File: config.mk
export PLATFORM = sky130hd
export DESIGN_NAME = id_stage
export DESIGN_NICKNAME = d
export VERILOG_FILES = /design/src/rtl/id_stage.sv
export SDC_FILE = /design/constraint.sdc
export NUM_CORES = 2
export LEC_CHECK = 0
export CAP_MARGIN = 20
export CELL_PAD_IN_SITES_DETAIL_PLACEMENT = 1
export CELL_PAD_IN_SITES_GLOBAL_PLACEMENT = 1
export CORE_MARGIN = 2
export CORE_UTILIZATION = 50
export CTS_CLUSTER_SIZE = 30
export DETAILED_ROUTE_END_ITERATION = 8
export PLACE_DENSITY = 0.9
export SLEW_MARGIN = 20
export SYNTH_ARGS = -nofsm -noshare
export SYNTH_HDL_FRONTEND = slang
export SYNTH_SLANG_ARGS = --single-unit
export TNS_END_PERCENT = 30
File: constraint.sdc
create_clock -name CLK -period 4.6 [get_ports CLK]
set_clock_uncertainty 0.15 [all_clocks]
set_input_delay 1.15 -clock CLK [delete_from_list [all_inputs] [get_ports CLK]]
set_output_delay 1.15 -clock CLK [all_outputs]
set_load 0.01 [all_outputs]
File: src/rtl/id_stage.sv
// rtl/id_stage.sv - MIPS-subset decode stage: IF/ID latch, register file, control decode, branch/jump resolution
// Optional: define ID_RF_BYPASS_EN for write-through bypass of write-back data onto Rdata1/Rdata2.
module id_stage #(
  parameter logic [31:0] RESET_PC = 32'h0000_0000
) (
  input  logic        CLK,
  input  logic        RST,
  input  logic [31:0] Ins,
  input  logic [31:0] nextPC,
  input  logic        Stall,
  input  logic        Flush,
  input  logic        W_RWE,
  input  logic [4:0]  W_RA,
  input  logic [31:0] W_RD,
  output logic [31:0] Rdata1,
  output logic [31:0] Rdata2,
  output logic [31:0] Imm32,
  output logic [4:0]  Shamt,
  output logic [4:0]  Wreg,
  output logic [3:0]  ALUCtl,
  output logic        ALUSrc,
  output logic        RegWrite,
  output logic        MemWrite,
  output logic        MemToReg,
  output logic        Redirect,
  output logic [31:0] TargetPC,
  output logic [31:0] LinkPC,
  output logic        Illegal
);

  localparam logic [5:0] OP_R = 6'h00, OP_J = 6'h02, OP_JAL = 6'h03, OP_BEQ = 6'h04,
                         OP_BNE = 6'h05, OP_ADDI = 6'h08, OP_ADDIU = 6'h09, OP_SLTI = 6'h0A,
                         OP_SLTIU = 6'h0B, OP_ANDI = 6'h0C, OP_ORI = 6'h0D, OP_XORI = 6'h0E,
                         OP_LUI = 6'h0F, OP_LW = 6'h23, OP_SW = 6'h2B;

  logic [31:0] ir, pcd;
  logic [31:0] gpr [32];

  always_ff @(posedge CLK) begin
    if (RST || Flush) begin
      ir  <= 32'h0;
      pcd <= RESET_PC;
    end else if (!Stall) begin
      ir  <= Ins;
      pcd <= nextPC;
    end
  end

  always_ff @(posedge CLK) begin
    if (RST) begin
      for (int i = 0; i < 32; i++) gpr[i] <= 32'h0;
    end else if (W_RWE && (W_RA != 5'd0)) begin
      gpr[W_RA] <= W_RD;
    end
  end

  logic [5:0]  op, fn;
  logic [4:0]  rs, rt, rd;
  logic [15:0] imm;
  logic [25:0] idx;
  assign op  = ir[31:26];
  assign rs  = ir[25:21];
  assign rt  = ir[20:16];
  assign rd  = ir[15:11];
  assign fn  = ir[5:0];
  assign imm = ir[15:0];
  assign idx = ir[25:0];

`ifdef ID_RF_BYPASS_EN
  logic byp_en;
  assign byp_en = W_RWE && (W_RA != 5'd0);
  assign Rdata1 = (byp_en && W_RA == rs) ? W_RD : gpr[rs];
  assign Rdata2 = (byp_en && W_RA == rt) ? W_RD : gpr[rt];
`else
  assign Rdata1 = gpr[rs];
  assign Rdata2 = gpr[rt];
`endif

  assign Shamt  = ir[10:6];
  assign LinkPC = pcd;
  assign Wreg   = (op == OP_R) ? rd : (op == OP_JAL) ? 5'd31 : rt;

  logic [31:0] imm_sext, br_target;
  logic        reg_wr;
  assign imm_sext  = {{16{imm[15]}}, imm};
  assign br_target = pcd + {imm_sext[29:0], 2'b00};

  // Unknown encodings fall to the defaults, so Illegal naturally leaves every side effect at 0.
  always_comb begin
    Imm32    = imm_sext;
    ALUCtl   = 4'd0;
    ALUSrc   = 1'b0;
    reg_wr   = 1'b0;
    MemWrite = 1'b0;
    MemToReg = 1'b0;
    Redirect = 1'b0;
    TargetPC = pcd;
    Illegal  = 1'b0;
    if (ir != 32'h0) begin
      unique case (op)
        OP_R: begin
          reg_wr = 1'b1;
          unique case (fn)
            6'h20, 6'h21: ALUCtl = 4'd0;
            6'h22, 6'h23: ALUCtl = 4'd1;
            6'h24:        ALUCtl = 4'd2;
            6'h25:        ALUCtl = 4'd3;
            6'h26:        ALUCtl = 4'd4;
            6'h27:        ALUCtl = 4'd5;
            6'h2A:        ALUCtl = 4'd6;
            6'h2B:        ALUCtl = 4'd7;
            6'h00:        ALUCtl = 4'd8;
            6'h02:        ALUCtl = 4'd9;
            6'h03:        ALUCtl = 4'd10;
            6'h08: begin
              reg_wr   = 1'b0;
              Redirect = 1'b1;
              TargetPC = Rdata1;
            end
            default: begin
              reg_wr  = 1'b0;
              Illegal = 1'b1;
            end
          endcase
        end
        OP_ADDI, OP_ADDIU: begin ALUSrc = 1'b1; reg_wr = 1'b1; end
        OP_SLTI:  begin ALUSrc = 1'b1; reg_wr = 1'b1; ALUCtl = 4'd6; end
        OP_SLTIU: begin ALUSrc = 1'b1; reg_wr = 1'b1; ALUCtl = 4'd7; end
        OP_ANDI:  begin ALUSrc = 1'b1; reg_wr = 1'b1; ALUCtl = 4'd2; Imm32 = {16'h0, imm}; end
        OP_ORI:   begin ALUSrc = 1'b1; reg_wr = 1'b1; ALUCtl = 4'd3; Imm32 = {16'h0, imm}; end
        OP_XORI:  begin ALUSrc = 1'b1; reg_wr = 1'b1; ALUCtl = 4'd4; Imm32 = {16'h0, imm}; end
        OP_LUI:   begin ALUSrc = 1'b1; reg_wr = 1'b1; ALUCtl = 4'd11; Imm32 = {imm, 16'h0}; end
        OP_LW:    begin ALUSrc = 1'b1; reg_wr = 1'b1; MemToReg = 1'b1; end
        OP_SW:    begin ALUSrc = 1'b1; MemWrite = 1'b1; end
        OP_BEQ:   begin ALUCtl = 4'd1; TargetPC = br_target; Redirect = (Rdata1 == Rdata2); end
        OP_BNE:   begin ALUCtl = 4'd1; TargetPC = br_target; Redirect = (Rdata1 != Rdata2); end
        OP_J:     begin Redirect = 1'b1; TargetPC = {pcd[31:28], idx, 2'b00}; end
        OP_JAL: begin
          reg_wr   = 1'b1;
          Redirect = 1'b1;
          TargetPC = {pcd[31:28], idx, 2'b00};
        end
        default: Illegal = 1'b1;
      endcase
    end
  end

  assign RegWrite = reg_wr && (Wreg != 5'd0);

endmodule

==> results.cfg, run 1 <==
[outcome]
outcome = stopped before the end
failing_step = 5_1_grt
error_line = [ERROR GRT-0232] Routing congestion too high. Check the congestion heatmap in the GUI.

[grt]
track_usage_pct = 79.7
grt-ovfl-total = 262
grt_max_degree = 53

[synthesis]
synth_area_per_cell_um2 = 12.6
synth_top_family_by_area = multiplexers
ys_seq_area_share_pct = 53.3
synthCells = 4813
synth_mux_area_share_pct = 18.6
async_flop_share_pct = 0
synth_xor_area_share_pct = 0.753
synth.cell_area_um2 = 60500
yosysWarnings = 0
synth-edff-count = 1024
ys_types = 70
synth_area_leaders = edfxtp_1 (51%), mux2i_1 (11%), and2_1 (10%), mux4_2 (7.0%), dfxtp_1 (2.5%)
ys_ff_latch = 1098
synth_top_area_cell = edfxtp_1
synthSimpleGateAreaFrac_pct = 15.3
synth_adder_area_share_pct = 0.633
synth_top_cell_area_share_pct = 50.9
synth_compound_area_share_pct = 7.93
synth-main-ff-cell = edfxtp_1

[place]
dpl.cell_count = 6898
pre_cts_ws_ns = -1.69
gp_congestion = 0.972
port_buffers = 285
hpwl_um = 177000
place_area_um2 = 69600

[clock_tree]
cts_hold_buf = 0
htreeDepth = 3
numClockSinks = 1098
root_buffer = clkbuf_16
clockBufferDepth = 3
cts-buffers-inserted = 116

[floorplanning]
die_h_um = 352
num_io_pins = 286
row_count = 127
die-width_um = 352
initial_core_util_pct = 50.4
==> metrics by stage <==
step	TNS (ns)	hold slack, ns
floorplan	0	0.363
detailed placement	-8.63	0.404
CTS	-35.36	0.420
global placement	-7.12	0.357
==> cell usage after synthesis, types with 51 or more instances <==
| cell type | n |
|---|---|
| a22oi_1 | 59 |
| nand3_1 | 61 |
| a221oi_1 | 104 |
| mux4_2 | 188 |
| a211oi_1 | 51 |
| edfxtp_1 | 1024 |
| buf_2 | 105 |
| nor4_1 | 61 |
| nor2_1 | 164 |
| nand2_1 | 95 |
| a21oi_1 | 67 |
| o22ai_1 | 197 |
| mux2i_1 | 692 |
| clkbuf_1 | 297 |
| dfxtp_1 | 74 |
| and2_1 | 996 |
| o21ai_0 | 82 |
==> logic make-up after synthesis <==
group                    after synthesis
AND/OR/NAND/NOR                     1578
flip-flops                          1098
multiplexers                         885
AO/OA/AOI/OAI                        689
buffers and inverters                480
XOR/XNOR                              52
adder cells (fa/ha/maj)               30
other                                  1
==> per-layer routing <==
layer | overflow | GRT usage, %
met1 | 5 | 78.0
met2 | 129 | 91.3
met3 | 8 | 71.9
met4 | 117 | 76.3
met5 | 3 | 60.1
==> what timing repair did <==
| item | in CTS |
|---|---|
| pin swaps | 96 |
| endpoints found under the hold margin | 0 |
| endpoints found under the setup margin | 100 |
| setup buffers | 126 |
| gates cloned | 16 |
| resized for setup | 590 |
==> inputs of run 2 (changes only) <==
CELL_PAD_IN_SITES_DETAIL_PLACEMENT = unset   (was 1)
CELL_PAD_IN_SITES_GLOBAL_PLACEMENT = unset   (was 1)
CORE_UTILIZATION = 35   (was 50)
CTS_CLUSTER_SIZE = unset   (was 30)
PLACE_DENSITY = unset   (was 0.9)
PLACE_DENSITY_LB_ADDON = 0.15   (was unset)
==> run 2 against run 1 <==
  * The flow now finishes, with violations (negative setup slack)
  * Synthesized area stayed put
  * Synthesized cell count did not move
==> results.cfg, run 2 <==
[critical_path]
max_stage_delay_ns = 0.58
arrival_ns = 4.83
rrSetupSlack_ns = 3.01
worstPathRequired_ns = 3.30
start_kind = flip-flop
worstPathCellList = buf_12 -> buf_4 -> mux4_2 -> a22o_1 -> a221o_1 -> a211o_1 -> o211ai_1 -> nand3b_1 -> or4_4 -> nor4_4 -> buf_4 -> xnor2_2 -> a21oi_2 -> buf_2
crit_family = compound AO/OA/AOI/OAI gates
rr_startpoint = ir[20]
cp_slowest_cell = or4_4
worstRegToRegCells = 2
crit_path_max_fanout = 5
worst_path_most_repeated_cell = buf_4
crit_type = reg -> out
path_buf_inv = 4
cp-end-kind = output pin

[min_path]
whs_endpoint = LinkPC[0]
worstHoldStart = LinkPC[0]
whs_path_depth = 2
hold_class = reg -> reg

[synthesis]
synth_area_leaders = edfxtp_1 (51%), mux2i_1 (11%), and2_1 (10%), mux4_2 (7.0%), dfxtp_1 (2.5%)
synth_top_cell_area_share_pct = 50.9
ys_ff_latch = 1098
yosysWarnings = 0
synth_commonest_cells = edfxtp_1 (1024), and2_1 (996), mux2i_1 (692)
async_flop_share_pct = 0
synthCells = 4813
ys_types = 70
ys_seq_area_share_pct = 53.3
synth-main-ff-cell = edfxtp_1
synth_area_per_cell_um2 = 12.6
synth.cell_area_um2 = 60500
synth.most_common_cell = edfxtp_1
synth_top_area_cell = edfxtp_1
synth-edff-count = 1024

[route]
vias = 46600
drt_pass1_iterations = 6
routed_wl_um = 262000
via_per_inst = 5.74
drtIter0Drc = 5260
ant_nets = 0
drc = 0
wl_per_cell_um = 32.3

[timing]
fin_ws_ns = -1.53
setup_violations = 55
fmax_ghz = 0.163
hold_viol_final = 0
finalCritPeriodShare_pct = 133
drv_slew = 0
rsz0062_at_grt = yes
slew_headroom_pct = 34.0
worst_slew_pin_slew_ns = 0.987
min_period_ns = 6.13

[clock_tree]
clockBufferDepth = 3
cts-buffers-inserted = 131
root_buffer = clkbuf_16
htreeDepth = 4
clk_pin_slew_ns = 0.06
cts_tree = built
numClockSinks = 1098
cts_hold_buf = 0
insertion_delay_ns = 0.79

[place]
hpwl_um = 173000
dpl.cell_count = 7678
port_buffers = 285
gp_congestion = 0.933

[finish]
areaGrowthSynthToFinish_pct = 33.4
top_register = gpr
utilization_pct = 47.0
stdcell_count = 8116
final_common_cell = edfxtp_1
final_cell_mix = edfxtp_1 (1024), and2_1 (994), mux2i_1 (647)
multi_input_area_um2 = 29000
fill_cells = 15400
drive_gt1_share_pct = 31.1
num-nets-final = 5831
final-seq-area_um2 = 32300
largest_reg_flops = 1024

[floorplanning]
num_io_pins = 286
core_um2 = 172000
initial_core_util_pct = 35.2
dieArea_um2 = 176000
die-width_um = 420
die_h_um = 420
row_count = 152

[outcome]
violations = negative setup slack
outcome = finished, violations left

[grt]
grt_max_degree = 46
grt-ovfl-total = 0
antenna_found_initial = 35
track_usage_pct = 28.9
grt_pass1_vias = 45800
grt_pass1_wl_um = 357000

[pwr]
ir_drop_v = 0.000381
finalPower_mw = 26.2
p_leak_nw = 29.1
power_density_nw_per_um2 = 325

[job]
drv_cap = 0
run 2: worst max path at each step:
stage                     startpoint  depth (start not counted)  slack [ns]        to
after floorplan            flip-flop                         15        0.03  Redirect
after global placement     flip-flop                         16       -1.64  Redirect
after detailed placement   flip-flop                         17       -1.57  Redirect
after CTS                  flip-flop                         13       -1.54  Redirect
after global routing       flip-flop                         16       -1.60  Redirect
final                      flip-flop                         14       -1.53  Redirect
run 2: report_power, final:
part / internal [mW] / switching (mW) / total [mW]
sequential: 11.4 / 0.317 / 11.8
combinational: 1.85 / 2.42 / 4.28
clock: 5.85 / 4.35 / 10.2
run 2: kinds of logic after synthesis:
logic type / synth area share (%)
xor gates and xnor gates: 0.753
and+or+nand+nor: 15.3
DFF: 53.3
buffers and inverters: 3.50
muxes: 18.6
AOI/OAI and AO/OA: 7.93
other: 0.00620
adders and majority gates: 0.633
run 2: area by class of cell:
cell class / instances / share of cell area (%)
Clock buffer: 161 / 4.35
Timing Repair Buffer: 1181 / 15.3
Sequential cell: 1098 / 40.0
Clock inverter: 67 / 0.724
Inverter: 17 / 0.0791
Multi-Input combinational cell: 3266 / 35.9
Antenna cell: 16 / 0.0496
Tap cell: 2310 / 3.58
run 2: timing repair:
item / 4_1_cts / 5_1_grt
pin swaps: 95 / 130
setup endpoints to repair: 99 / 101
resized for setup: 420 / 470
cloned: 12 / 11
buffers inserted: 81 / 110
run 2: per-layer routing:
| metal | vias up | global-route usage (%) | wire length, um |
|---|---|---|---|
| li1 | 20000 | - | - |
| met1 | 23900 | 37.9 | 107000 |
| met2 | 2189 | 47.2 | 124000 |
| met3 | 548 | 4.25 | 18100 |
| met4 | 8 | 13.2 | 12800 |
| met5 | - | 0 | 56 |
run 2: metrics by stage:
step | setup slack [ns] | hold WS (ns) | setup TNS [ns] | area, um2
after floorplan | 0.0322 | 0.363 | 0 | 60600
after global placement | -1.64 | 0.348 | -9.91 | 71500
after detailed placement | -1.57 | 0.358 | -9.67 | 71400
after CTS | -1.54 | 0.372 | -41.67 | 77900
after global routing | -1.60 | 0.426 | -22.94 | 80600
final | -1.53 | 0.388 | -17.26 | 80700
run 2: worst reg2reg max path, stage by stage, from the launching register on:
cell	delay, ns
dfxtp_1	0.47
mux2i_1	0.13
nor2_1	0.64
Power figures use the tool's default switching activity.
